## config.mk

```make
export PLATFORM = sky130hd
export DESIGN_NAME = sample_channel_demux
export DESIGN_NICKNAME = d
export VERILOG_FILES = /design/src/rtl/sample_demux_pkg.sv /design/src/rtl/sample_stale_timer.sv /design/src/rtl/sample_channel_demux.sv
export SDC_FILE = /design/constraint.sdc
export NUM_CORES = 1
export LEC_CHECK = 0
export BUFFER_PORTS_ARGS = -buffer_cell sky130_fd_sc_hd__buf_2
export CAP_MARGIN = 5
export CELL_PAD_IN_SITES_DETAIL_PLACEMENT = 1
export CELL_PAD_IN_SITES_GLOBAL_PLACEMENT = 1
export CORE_ASPECT_RATIO = 1.25
export CORE_MARGIN = 5
export CORE_UTILIZATION = 25
export CTS_CLUSTER_DIAMETER = 100
export DETAILED_ROUTE_END_ITERATION = 12
export PLACE_DENSITY_LB_ADDON = 0.2
export SYNTH_ARGS = -nofsm -noshare
export SYNTH_HDL_FRONTEND = slang
export SYNTH_HIERARCHICAL = 1
export SYNTH_SLANG_ARGS = --single-unit
```

## constraint.sdc

```tcl
create_clock -name clk -period 9 [get_ports clk]
set_clock_uncertainty 0.15 [all_clocks]
set_input_delay 0 -clock clk [delete_from_list [all_inputs] [get_ports clk]]
set_output_delay 0 -clock clk [all_outputs]
set_load 0.005 [all_outputs]
```

## src/rtl/sample_demux_pkg.sv

```systemverilog
// Shared definitions for the channel-tagged sample demultiplexer.
package sample_demux_pkg;

  // Controller states; encoding is fixed so status readers can decode it.
  typedef enum logic [1:0] {
    ST_IDLE    = 2'd0,
    ST_RUNNING = 2'd1,
    ST_ERROR   = 2'd2
  } state_e;

  // Input word layout: [15:0] sample, [18:16] channel, [31:19] reserved.
  localparam int SAMPLE_LSB = 0;
  localparam int CHAN_LSB   = 16;
  localparam int RSVD_LSB   = 19;
  localparam int CHAN_W     = 3;

  localparam int CHANNELS = 8;

  // Lane reset value: midscale reads as zero magnitude downstream.
  localparam logic [15:0] MIDSCALE = 16'h8000;

  // One-hot lane select for a channel number.
  function automatic logic [CHANNELS-1:0] chan_onehot(input logic [CHAN_W-1:0] chan);
    return {{(CHANNELS-1){1'b0}}, 1'b1} << chan;
  endfunction

endpackage

```

## src/rtl/sample_stale_timer.sv

```systemverilog
// Per-channel idle counter: counts run cycles since the channel last updated
// and flags when the count reaches a non-zero limit.
module sample_stale_timer #(
  parameter int STALE_W = 16
) (
  input  logic               clk,
  input  logic               rst,
  input  logic               clear,
  input  logic               run,
  input  logic [STALE_W-1:0] limit,
  output logic               hit
);

  logic [STALE_W-1:0] count_q;

  // Clear wins over counting; the count saturates so it can never wrap past the limit.
  always_ff @(posedge clk) begin
    if (rst || clear) begin
      count_q <= '0;
    end else if (run && (count_q != '1)) begin
      count_q <= count_q + 1'b1;
    end
  end

  // A zero limit disables the check.
  assign hit = (limit != '0) && (count_q >= limit);

endmodule

```

## src/rtl/sample_channel_demux.sv

```systemverilog
// Splits a stream of channel-tagged sample words into eight parallel
// value/strobe lanes, with frame counting, optional strict ordering and
// per-channel stale detection.
module sample_channel_demux #(
  parameter int CHANNELS = 8,
  parameter int DATA_W   = 16,
  parameter int STALE_W  = 16
) (
  input  logic                       clk,
  input  logic                       rst,
  input  logic                       enable,
  input  logic                       strict_order,
  input  logic [STALE_W-1:0]         stale_limit,
  input  logic [31:0]                s_word,
  input  logic                       s_valid,
  output logic                       s_ready,
  output logic [CHANNELS*DATA_W-1:0] value_in_concat,
  output logic [CHANNELS-1:0]        value_ready_concat,
  output logic [31:0]                frame_count,
  output logic                       running,
  output logic                       err_stale,
  output logic                       err_order,
  output logic                       err_malformed
);

  import sample_demux_pkg::*;

  state_e              state_q;
  logic [DATA_W-1:0]   lane_q [CHANNELS];
  logic [CHANNELS-1:0] strobe_q;
  logic [CHANNELS-1:0] seen_q, seen_d;
  logic [CHAN_W-1:0]   expected_q, expected_d;
  logic [31:0]         frame_q, frame_d;
  logic                err_stale_q, err_order_q, err_malformed_q;

  logic [CHAN_W-1:0]   chan;
  logic [DATA_W-1:0]   sample;
  logic [31-RSVD_LSB:0] rsvd;
  logic                is_running, enter_run, accept;
  logic                bad_rsvd, bad_order, stale_err, any_err, good;
  logic [CHANNELS-1:0] good_hot, seen_merge, stale_hit;

  assign chan   = s_word[CHAN_LSB +: CHAN_W];
  assign sample = s_word[SAMPLE_LSB +: DATA_W];
  assign rsvd   = s_word[31:RSVD_LSB];

  assign is_running = (state_q == ST_RUNNING);
  assign enter_run  = (state_q == ST_IDLE) && enable;
  assign accept     = s_valid && is_running;

  // Error sources are evaluated independently so simultaneous errors all latch.
  assign bad_rsvd  = accept && (rsvd != '0);
  assign bad_order = accept && strict_order && (chan != expected_q);
  assign stale_err = is_running && (|stale_hit);
  assign any_err   = bad_rsvd || bad_order || stale_err;

  // Only a well-formed, in-order word touches a lane; stale errors do not drop it.
  assign good       = accept && !bad_rsvd && !bad_order;
  assign good_hot   = good ? chan_onehot(chan) : '0;
  assign seen_merge = seen_q | good_hot;

  // Next-state of frame tracking and order counter.
  always_comb begin
    seen_d     = seen_q;
    expected_d = expected_q;
    frame_d    = frame_q;
    if (enter_run) begin
      seen_d     = '0;
      expected_d = '0;
    end else if (good) begin
      expected_d = expected_q + 1'b1;
      if (seen_merge == '1) begin
        seen_d  = '0;
        frame_d = frame_q + 32'd1;
      end else begin
        seen_d = seen_merge;
      end
    end
  end

  // Controller FSM with sticky error flags; ERROR is left only through reset.
  always_ff @(posedge clk) begin
    if (rst) begin
      state_q         <= ST_IDLE;
      err_stale_q     <= 1'b0;
      err_order_q     <= 1'b0;
      err_malformed_q <= 1'b0;
    end else begin
      err_stale_q     <= err_stale_q     | stale_err;
      err_order_q     <= err_order_q     | bad_order;
      err_malformed_q <= err_malformed_q | bad_rsvd;
      case (state_q)
        ST_IDLE:    if (enable) state_q <= ST_RUNNING;
        ST_RUNNING: begin
          if (any_err)      state_q <= ST_ERROR;
          else if (!enable) state_q <= ST_IDLE;
        end
        ST_ERROR:   state_q <= ST_ERROR;
        default:    state_q <= ST_IDLE;
      endcase
    end
  end

  // Strobes, frame mask, order counter and frame counter.
  always_ff @(posedge clk) begin
    if (rst) begin
      strobe_q   <= '0;
      seen_q     <= '0;
      expected_q <= '0;
      frame_q    <= '0;
    end else begin
      strobe_q   <= good_hot;
      seen_q     <= seen_d;
      expected_q <= expected_d;
      frame_q    <= frame_d;
    end
  end

  genvar gi;
  generate
    for (gi = 0; gi < CHANNELS; gi++) begin : g_lane
      // Lane value holds the most recent good sample for its channel.
      always_ff @(posedge clk) begin
        if (rst) begin
          lane_q[gi] <= MIDSCALE;
        end else if (good_hot[gi]) begin
          lane_q[gi] <= sample;
        end
      end

      assign value_in_concat[gi*DATA_W +: DATA_W] = lane_q[gi];

      sample_stale_timer #(
        .STALE_W(STALE_W)
      ) u_stale (
        .clk  (clk),
        .rst  (rst),
        .clear(enter_run || good_hot[gi]),
        .run  (is_running),
        .limit(stale_limit),
        .hit  (stale_hit[gi])
      );
    end
  endgenerate

  assign s_ready            = is_running;
  assign running            = is_running;
  assign value_ready_concat = strobe_q;
  assign frame_count        = frame_q;
  assign err_stale          = err_stale_q;
  assign err_order          = err_order_q;
  assign err_malformed      = err_malformed_q;

endmodule

```

### After elaboration in Yosys (flattened, before gate mapping)

Memories as Yosys holds them, arrays and structs flattened.
Index checks and enable logic that the tools add are counted.

* register bits: 184
* bits in writable memories: 128
* input bits: 53
* output and inout bits: 173
* memories: 1

Memories
* lane_q: depth 8, bits a word 16, rd ports 8, clocked after memory_dff 0, write ports 8, RTL line sample_channel_demux.sv:29 `logic [DATA_W-1:0] lane_q [CHANNELS];`

* $add $sub $neg: 10
* order comparisons: 8
* equality and inequality tests: 14
* shifts and indexed selects: 1
* multiplexer cells: 40
* bitwise operators: 13
* reductions and logical operators: 51

Operator list (count)
* 16-bit by 1-bit adder with 16-bit output, second input constant: 8
* 16-bit greater-or-equal comparator: 8
* 16-bit two-way mux: 8
* 16-bit != test, second input constant: 8
* 32-bit by 1-bit adder with 32-bit output, second input constant: 1
* 1-bit two-way mux: 26
* 1-bit logical AND: 24
* 1-bit logical OR: 18
* 8-bit two-way mux: 2
* 16-bit nonzero test: 1
* 13-bit nonzero test: 1
* 1-bit bitwise OR: 11
* 8-bit equality test, second input constant: 1
* 8-bit bitwise OR: 1
* 8-bit OR reduction: 1
* 1-bit by 3-bit << shifter with 8-bit output, first input constant: 1
* 2-bit two-way mux: 3
* 2-bit one-hot mux with 3 select lines: 1
* 3-bit by 1-bit adder with 3-bit output, second input constant: 1
* 3-bit != test: 1
* 3-bit != test, second input constant: 1
* 3-bit AND reduction: 1
* 2-bit by 1-bit equality test with 1-bit output, second input constant: 1
* 2-bit equality test, second input constant: 1
* 6 further kinds: 7

### Longest topological paths before layout

Gate-level depths: netlist of run 1.

* depth after elaboration: 11
* depth in mapped cells: 11

### Hierarchy

The synthesis of run 1 kept the hierarchy.

By module, submodules not included
* sample_stale_timer: times used 8, cells each 155, area an instance 1207.4 sq um, seq. area each 320.3 sq um
* sample_channel_demux: times used 1, cells each 605, area an instance 7493.4 sq um, seq. area each 4964.8 sq um

### Worst setup path after synthesis of run 1

No wires, ideal clock.

* path type: flip-flop to flip-flop
* start: register state_q[0]
* end: register frame_q[26] (netlist: frame_count[26])
* library setup time: 0.071 ns
* arrival: 3.594 ns
* data required time: 8.779 ns
* setup slack: 5.185 ns
* stages on the path, launching flop included: 10
* period minus slack after synthesis: 3.815 ns
* path through: dfxtp_1 > nor2b_1 > and2_1 > nand4_1 > buf_2 > o22ai_2 > nand4_4 > buf_6 > or4_1 > a21oi_1

* cells in the longest elaborated chain, start to end: 10

Ends and longest elaborated chain
* from (decl): RTL line sample_channel_demux.sv:28 `state_e state_q;`
* from (signal assigned): RTL line sample_channel_demux.sv:84 `state_q <= ST_IDLE;`
* from (signal assigned): RTL line sample_channel_demux.sv:93 `ST_IDLE: if (enable) state_q <= ST_RUNNING;`
* from (signal assigned): RTL line sample_channel_demux.sv:95 `if (any_err) state_q <= ST_ERROR;`
* 2-bit by 1-bit equality test with 1-bit output *: RTL line sample_channel_demux.sv:47 `assign is_running = (state_q == ST_RUNNING);`
* net running: RTL line sample_channel_demux.sv:20 `output logic running,`
* 1-bit logical AND *: RTL line sample_channel_demux.sv:49 `assign accept = s_valid && is_running;`
* 1-bit logical AND, on equally long branches: RTL line sample_channel_demux.sv:52, sample_channel_demux.sv:53
* 1-bit zero test / 1-bit logical AND (equally long branches): RTL line sample_channel_demux.sv:58, sample_channel_demux.sv:53
* 1-bit logical AND / 1-bit zero test (equally long branches): RTL line sample_channel_demux.sv:58 `assign good = accept && !bad_rsvd && !bad_order;`
* 1-bit logical AND *: RTL line sample_channel_demux.sv:58
* 8-bit two-way mux: RTL line sample_channel_demux.sv:59 `assign good_hot = good ? chan_onehot(chan) : '0;`
* 8-bit bitwise OR: RTL line sample_channel_demux.sv:60 `assign seen_merge = seen_q | good_hot;`
* 8-bit equality test: RTL line sample_channel_demux.sv:72 `if (seen_merge == '1) begin`
* 3-bit AND reduction (no line) *
* to (signal assigned): RTL line sample_channel_demux.sv:115 `frame_q <= frame_d;`
* to (decl): RTL line sample_channel_demux.sv:33 `logic [31:0] frame_q, frame_d;`

Mark *: on every way through the listed nets, which the timed path passes. The rest lies on a longest branch.
A chain may end at the register's enable or synchronous reset.

### Final worst setup path of run 1

* start: register g_lane[1].u_stale.count_q[0]
* end: register state_q[0]

* cells in the longest elaborated chain, start to end: 7

Ends and longest elaborated chain
* from (decl): RTL line sample_stale_timer.sv:14 `logic [STALE_W-1:0] count_q;`
* from (signal assigned): RTL line sample_stale_timer.sv:21 `count_q <= count_q + 1'b1;`
* 16-bit greater-or-equal comparator *: RTL line sample_stale_timer.sv:26 `assign hit = (limit != '0) && (count_q >= limit);`
* 1-bit logical AND *: RTL line sample_stale_timer.sv:26
* net stale_hit[1]: RTL line sample_channel_demux.sv:41 `logic [CHANNELS-1:0] good_hot, seen_merge, stale_hit;`
* 8-bit OR reduction *: RTL line sample_channel_demux.sv:54 `assign stale_err = is_running && (|stale_hit);`
* 1-bit logical AND *: RTL line sample_channel_demux.sv:54
* 1-bit logical OR *: RTL line sample_channel_demux.sv:55 `assign any_err = bad_rsvd || bad_order || stale_err;`
* 2-bit two-way mux / 3-bit != test (equally long branches)
* 2-bit one-hot mux with 3 select lines / 2-bit AND reduction (equally long branches)
* to (signal assigned): RTL line sample_channel_demux.sv:93
* to (signal assigned): RTL line sample_channel_demux.sv:95
* to (signal assigned): RTL line sample_channel_demux.sv:96 `else if (!enable) state_q <= ST_IDLE;`

Marked as above.

==> results of run 1 <==
cells in the final DEF, fill, tap and decap left out, types with 30 or more instances in the layout:
cell type	n
o21ai_0	121
clkbuf_16	38
or4_1	49
nand4_1	51
dfxtp_1	184
edfxtp_1	128
buf_2	225
ha_1	138
nor4_1	58
and2_1	122
or3_1	74
a21oi_1	163
o31ai_1	41
inv_1	166
nand3_1	52
nor2_1	101
nand2_1	123
dlygate4sd3_1	30
per-stage QoR:
step	cells	hold WS [ns]	utilization
4_1_cts	2991	0.00421	0.304
5_1_grt	2991	0.0189	0.304
3_5_place_dp	2894	0.156	0.281
3_3_place_gp	2894	0.148	0.281
6_report	2991	-0.000237	0.304
2_1_floorplan	1845	0.00582	-
registers in the layout, summed over array words and instances (netlist names):
| name | count |
|---|---|
| err_malformed | 1 |
| err_order | 1 |
| err_stale | 1 |
| expected_q | 3 |
| frame_count | 32 |
| g_lane.u_stale/count_q | 128 |
| lane_q | 128 |
| seen_q | 8 |
| state_q | 2 |
| value_ready_concat | 8 |
area by class of cell:
cell class | count | share of cell area
inverters | 166 | 0.0301
clock buffers | 61 | 0.0554
multi-input cells | 1317 | 0.424
flip-flops and latches | 312 | 0.364
repair buffers | 257 | 0.0696
clock inverters | 6 | 0.00405
well taps | 872 | 0.0527
worst paths after layout:
kind	from	endpoint	depth (start not counted)
hold reg to reg	seen_q[5]$_SDFFE_PP0N_	seen_q[5]$_SDFFE_PP0N_	2
setup / recovery	g_lane[1].u_stale/count_q[0]$_SDFFE_PP0P_	state_q[0]$_SDFFE_PP0P_	11
setup reg to reg	g_lane[1].u_stale/count_q[0]$_SDFFE_PP0P_	state_q[0]$_SDFFE_PP0P_	11
hold / removal	rst	g_lane[2].u_stale/count_q[12]$_SDFFE_PP0P_	3
synth_stat cells, drive strengths merged, types with 3 or more instances:
master	count	share of area
a2111o	8	0.0053
a211oi	8	0.0035
a21oi	163	0.048
a31o	9	0.0046
a31oi	3	0.0011
and2	123	0.045
and3	14	0.0052
and4	26	0.013
buf	15	0.0055
clkbuf	35	0.0077
dfxtp	184	0.21
edfxtp	128	0.22
ha	138	0.10
inv	166	0.036
nand2	123	0.027
nand2b	25	0.0091
nand3	60	0.020
nand4	53	0.021
nor2	101	0.022
nor2b	3	0.0011
nor3	4	0.0012
nor4	61	0.024
o2111ai	8	0.0041
o211a	8	0.0047
o21ai	121	0.035
o2bb2ai	9	0.0050
o311ai	8	0.0041
o31ai	42	0.019
o41ai	16	0.012
or2	25	0.0093
or3	74	0.027
or4	50	0.022
xnor2	8	0.0041
xor2	14	0.0076
critical path, stage by stage, from the launching register on:
cell and delay, ns:
dfxtp_1 0.38, inv_1 0.09, ha_1 0.27, nand2b_1 0.14, a2111o_1 0.40, a31o_2 0.24, o2bb2ai_1 0.15, nor4_1 0.46
a21boi_0 0.33, nor2_1 0.20, nor4bb_1 0.28, dlygate4sd3_1 0.57
routing by layer:
metal | vias to the layer above | wire length (um)
li1 | 7292 | -
met1 | 7452 | 24200
met2 | 289 | 31200
met3 | 77 | 2970
met4 | 0 | 1560
met5 | - | 0
cells by family (layout without fill, tap and decap cells):
family	count (synthesis)	count (layout)	synth area share
buffers and inverters	216	490	0.0496
adders and majority gates	138	138	0.101
AOI/OAI and AO/OA	408	408	0.149
muxes	2	2	0.00117
xor gates and xnor gates	22	22	0.0117
and+or+nand+nor	747	747	0.250
DFF	312	312	0.439
power groups by stage:
stage | sequential [mW] | clock (mW) | combinational, mW
finish | 1.50 | 1.53 | 0.236
global route | 1.50 | 1.64 | 0.262
CTS | 1.50 | 1.59 | 0.243
detailed placement | 1.53 | 0 | 0.233
global placement | 1.53 | 0 | 0.226
floorplan | 1.53 | 0 | 0.103
==> flow_summary.json, run 1 <==
{
  "status": "finished, violations left",
  "violations": "hold timing",
  "hold_path.class": "in2reg",
  "gr-max-usage-layer": "met2",
  "yosys_warnings": 6,
  "fin_crit_sh": 0.412,
  "core_sq_um": 68100,
  "die_w_um": 244,
  "max_freq_mhz": 270,
  "synthCells": 1845,
  "gp_congestion": 0.806,
  "rsz0062_at_grt": "no",
  "whs_ns": -0.000237,
  "n_fill_cell": 7885,
  "layout-drive-gt1-share": 0.163,
  "power.switching_mw": 0.822,
  "p_comb_frac": 0.072,
  "grt_max_degree": 64,
  "postRouteAntennaNets": 0,
  "clockRootBuffer": "clkbuf_16",
  "vias": 15110,
  "min_period_ns": 3.71,
  "synth_cell_types": 63,
  "synth_edf_count": 128,
  "multi_input_area_sq_um": 8780,
  "power.total_mw": 3.26,
  "worstMarginPinSlew_ns": 1.03,
  "max-cap-violations": 0,
  "dieArea_sq_um": 74000,
  "grt_pass1_vias": 15615,
  "post-route-cell-area_sq_um": 20700,
  "grt_overflow": 0,
  "grt_first_pass_wirelength_um": 91400,
  "cts_tree": "done",
  "final-setup-viol-count": 0,
  "drc": 0,
  "syn_to_final_growth_pct": 20.7,
  "htreeDepth": 2,
  "worst-r2r-setup-slack_ns": 5.29,
  "leakagePower_nw": 8.22,
  "wl_per_cell_um": 20.0,
  "grt_util_met1": 0.177,
  "dpl_cell_area_sq_um": 19200,
  "p_seq_frac": 0.460,
  "postCtsSetupBuffers": 0,
  "rows": 107,
  "grt_usage": 0.155,
  "ys_seq_elements": 312,
  "cts_buffer_depth": 3,
  "seqCellArea_sq_um": 7530,
  "dp_hpwl_um": 42700,
  "clock-sinks": 312,
  "syn_nets": 2036,
  "vias_per_cell": 5.05,
  "postSynthAreaPerCell_sq_um": 9.30,
  "use_met2": 0.293,
  "clk_latency_ns": 0.58,
  "ys_seq_area_frac": 0.439,
  "clk_pin_slew_worst_paths_ns": 0.06,
  "finalNetCount": 2282,
  "max_slew_margin": 0.310,
  "p_sw_frac": 0.252,
  "endpoint_kind": "flop",
  "wl_um": 59900,
  "io_pins": 226,
  "fin_tns_setup_ns": 0,
  "slew_violations": 0,
  "drtPass1Iterations": 4,
  "async_flop_share": 0,
  "diodes": 0,
  "use_met3": 0.0305,
  "syn_area_sq_um": 17200,
  "cts_buffers": 37,
  "die_h_um": 303,
  "cp-start-kind": "flop",
  "vdd_drop_max_mv": 0.126,
  "worst_slack_ns": 5.29,
  "drtIter0Drc": 663,
  "hold_buffers": 30,
  "start_util": 0.252,
  "port_buffers": 225,
  "p_int_mw": 2.44,
  "ys.flop_type": "dfxtp_1",
  "pre_cts_ws_ns": 5.40,
  "antenna_found_initial": 0,
  "required_ns": 9.36,
  "critPathArrivalTime_ns": 4.07,
  "critPathMaxFanout": 4,
  "p_per_area_nw_per_um2": 158,
  "hold_violations": 1,
  "crit_type": "reg2reg",
  "cts_resized": 0,
  "clkPwrFrac": 0.468
}
(Power assumes the default switching activity.)
==> inputs of run 2 (changes only) <==
==> constraint.sdc (replaced) <==
create_clock -name clk -period 3.54 [get_ports clk]
set_clock_uncertainty 0.15 [all_clocks]
set_input_delay 0 -clock clk [delete_from_list [all_inputs] [get_ports clk]]
set_output_delay 0 -clock clk [all_outputs]
set_load 0.005 [all_outputs]
==> run 2 against run 1 <==
Effect of this change: the flow now finishes without violations; clock-buffer cell count is 5 lower; utilization up 0.43 points; largest power group unchanged; die area did not move; total power increased to 2.6 times the previous value; sequential power rose to 2.5 times the previous value; via count rose by 0.37%; register-to-register slack worse by 5.0 ns; final cell count rose by 0.97%; critical path type is now in2reg.
==> flow_summary.json, run 2 (synthesis gave the netlist of run 1 again) <==
{
  "max_slew_margin": 0.367,
  "htreeDepth": 2,
  "worst-path-buf-inv": 4,
  "wl_um": 59700,
  "cpMaxStageDelayCell": "dlygate4sd3_1",
  "endpoint_kind": "flop",
  "syn_to_final_growth_pct": 22.4,
  "drtPass1Iterations": 4,
  "pre_cts_ws_ns": 0.232,
  "worst-r2r-setup-slack_ns": 0.30,
  "reg2reg_to": "state_q[0]$_SDFFE_PP0P_",
  "vias_per_cell": 5.02,
  "max-cap-violations": 0,
  "wl_per_cell_um": 19.8,
  "status": "finished clean",
  "dp_hpwl_um": 43100,
  "cts_buffer_depth": 3,
  "min_period_ns": 3.33,
  "gp_congestion": 0.785,
  "crit_top_cell": "dlygate4sd3_1",
  "clk_pin_slew_worst_paths_ns": 0.06,
  "grt_first_pass_wirelength_um": 92400,
  "drc": 0,
  "hold_violations": 0,
  "n_fill_cell": 7859,
  "start_util": 0.252,
  "port_buffers": 225,
  "path_cells": "dlygate4sd3_1 > buf_2 > nor3_1 > dlygate4sd3_1 > nand4_1 > nor4_4 > o2bb2ai_2 > nand4_4 > buf_4 > or3_1 > a21oi_1",
  "postCtsSetupBuffers": 0,
  "p_per_area_nw_per_um2": 408,
  "path_delay_family": "simple AND/OR/NAND/NOR gates",
  "utilization": 0.308,
  "clockRootBuffer": "clkbuf_16",
  "worst_slack_ns": 0.215,
  "io_pins": 226,
  "vdd_drop_max_mv": 0.289,
  "worstHoldStart": "s_word[21]",
  "cp-start-kind": "primary input",
  "postRouteAntennaNets": 0,
  "slew_violations": 0,
  "grt_pass1_vias": 16088,
  "dieArea_sq_um": 74000,
  "die_w_um": 244,
  "worstMarginPinSlew_ns": 0.941,
  "core_sq_um": 68100,
  "max_freq_mhz": 301,
  "min_to": "expected_q[2]$_SDFFE_PP0N_",
  "drtIter0Drc": 610,
  "die_h_um": 303,
  "diodes": 0,
  "final-setup-viol-count": 0,
  "rows": 107,
  "finalNetCount": 2309,
  "grt_max_degree": 44,
  "mostFrequentLayoutCells": "225 x buf_2, 184 x dfxtp_1, 166 x inv_1",
  "layout_commonest_cell": "buf_2",
  "fin_crit_sh": 0.939,
  "rsz0062_at_grt": "no",
  "vias": 15166,
  "crit_type": "in2reg",
  "critPathArrivalTime_ns": 3.68,
  "whs_path_depth": 6,
  "hold_path.class": "in2reg",
  "fin_tns_setup_ns": 0,
  "r2r-start": "g_lane[0].u_stale/count_q[0]$_SDFFE_PP0P_",
  "required_ns": 3.89,
  "cts_tree": "done",
  "layout-drive-gt1-share": 0.174,
  "grt_usage": 0.156,
  "clk_latency_ns": 0.58,
  "max_stage_delay_ns": 0.58,
  "grt_overflow": 0,
  "clock-sinks": 312,
  "antenna_found_initial": 0,
  "cts_buffers": 39,
  "critPathMaxFanout": 30,
  "leakagePower_nw": 8.40,
  "worstRegToRegCells": 10
}
run 2: cell types whose count changed in the layout (fill, tap and decap cells not counted), sizes merged:
cell         delta
dlygate4sd3     -1
bufinv          +3
clkinv          +7
clkbuf          -5
buf            +26
clkinvlp        -1
run 2: power breakdown:
group	leakage [nW]	total, mW	internal (mW)	switching, mW
sequential	2.77	3.82	3.79	0.0266
clock	0.644	4.15	2.43	1.72
combinational	4.98	0.598	0.192	0.406
total	8.40	8.57	6.42	2.15
run 2: how the worst max path moves through the flow:
stage	start	end	slack [ns]	depth (start not counted)
final	s_word[29]	frame_count[7]$_SDFFE_PP0P_	0.21	11
after global routing	s_word[29]	frame_count[8]$_SDFFE_PP0P_	0.02	11
after CTS	g_lane[0].u_stale/count_q[0]$_SDFFE_PP0P_	state_q[0]$_SDFFE_PP0P_	0.26	10
after detailed placement	stale_limit[0]	state_q[0]$_SDFFE_PP0P_	0.23	10
after global placement	stale_limit[0]	state_q[0]$_SDFFE_PP0P_	0.29	10
after floorplan	state_q[0]$_SDFFE_PP0P_	frame_count[26]$_SDFFE_PP0P_	0.39	9
run 2: area by class of cell:
class                   count  area [sq um]  area share
well taps                 872          1090      0.0520
clock buffers              56          1110      0.0529
inverters                 166           623      0.0297
multi-input cells        1317          8780       0.418
clock inverters            15           218      0.0104
flip-flops and latches    312          7530       0.359
repair buffers            282          1640      0.0781
run 2: timing repair:
item / in CTS / in global routing
endpoints found under the hold margin: 143 / 0
resized for setup: 0 / 0
hold buffers: 29 / 0
run 2: worst register-to-register path, cell delays in order, from the launching register on:
cell and delay [ns]:
dfxtp_1 0.37, inv_1 0.08, ha_1 0.27, nand2b_1 0.15
a2111o_1 0.42, a31o_2 0.26, o2bb2ai_1 0.18, nor4_1 0.42
a21boi_0 0.33, nor2_1 0.21, nor4bb_1 0.30
run 2: metal layers:
layer	part of all wire	wire length, um	global-route usage	up-vias
li1	-	-	-	7343
met1	0.41	24300	0.179	7518
met2	0.53	31600	0.299	235
met3	0.038	2270	0.0244	70
met4	0.026	1530	0.0453	0
met5	0	0	0	-
run 2: metrics by stage:
step | cells | instance area [sq um] | hold slack (ns) | total power, mW
floorplan | 1845 | 17200 | 0.00582 | 4.16
global placement | 2920 | 19400 | 0.158 | 4.46
detailed placement | 2920 | 19400 | 0.167 | 4.48
CTS | 3020 | 21000 | 0.0506 | 8.75
global route | 3020 | 21000 | 0.0788 | 8.95
finish | 3020 | 21000 | 0.0717 | 8.57
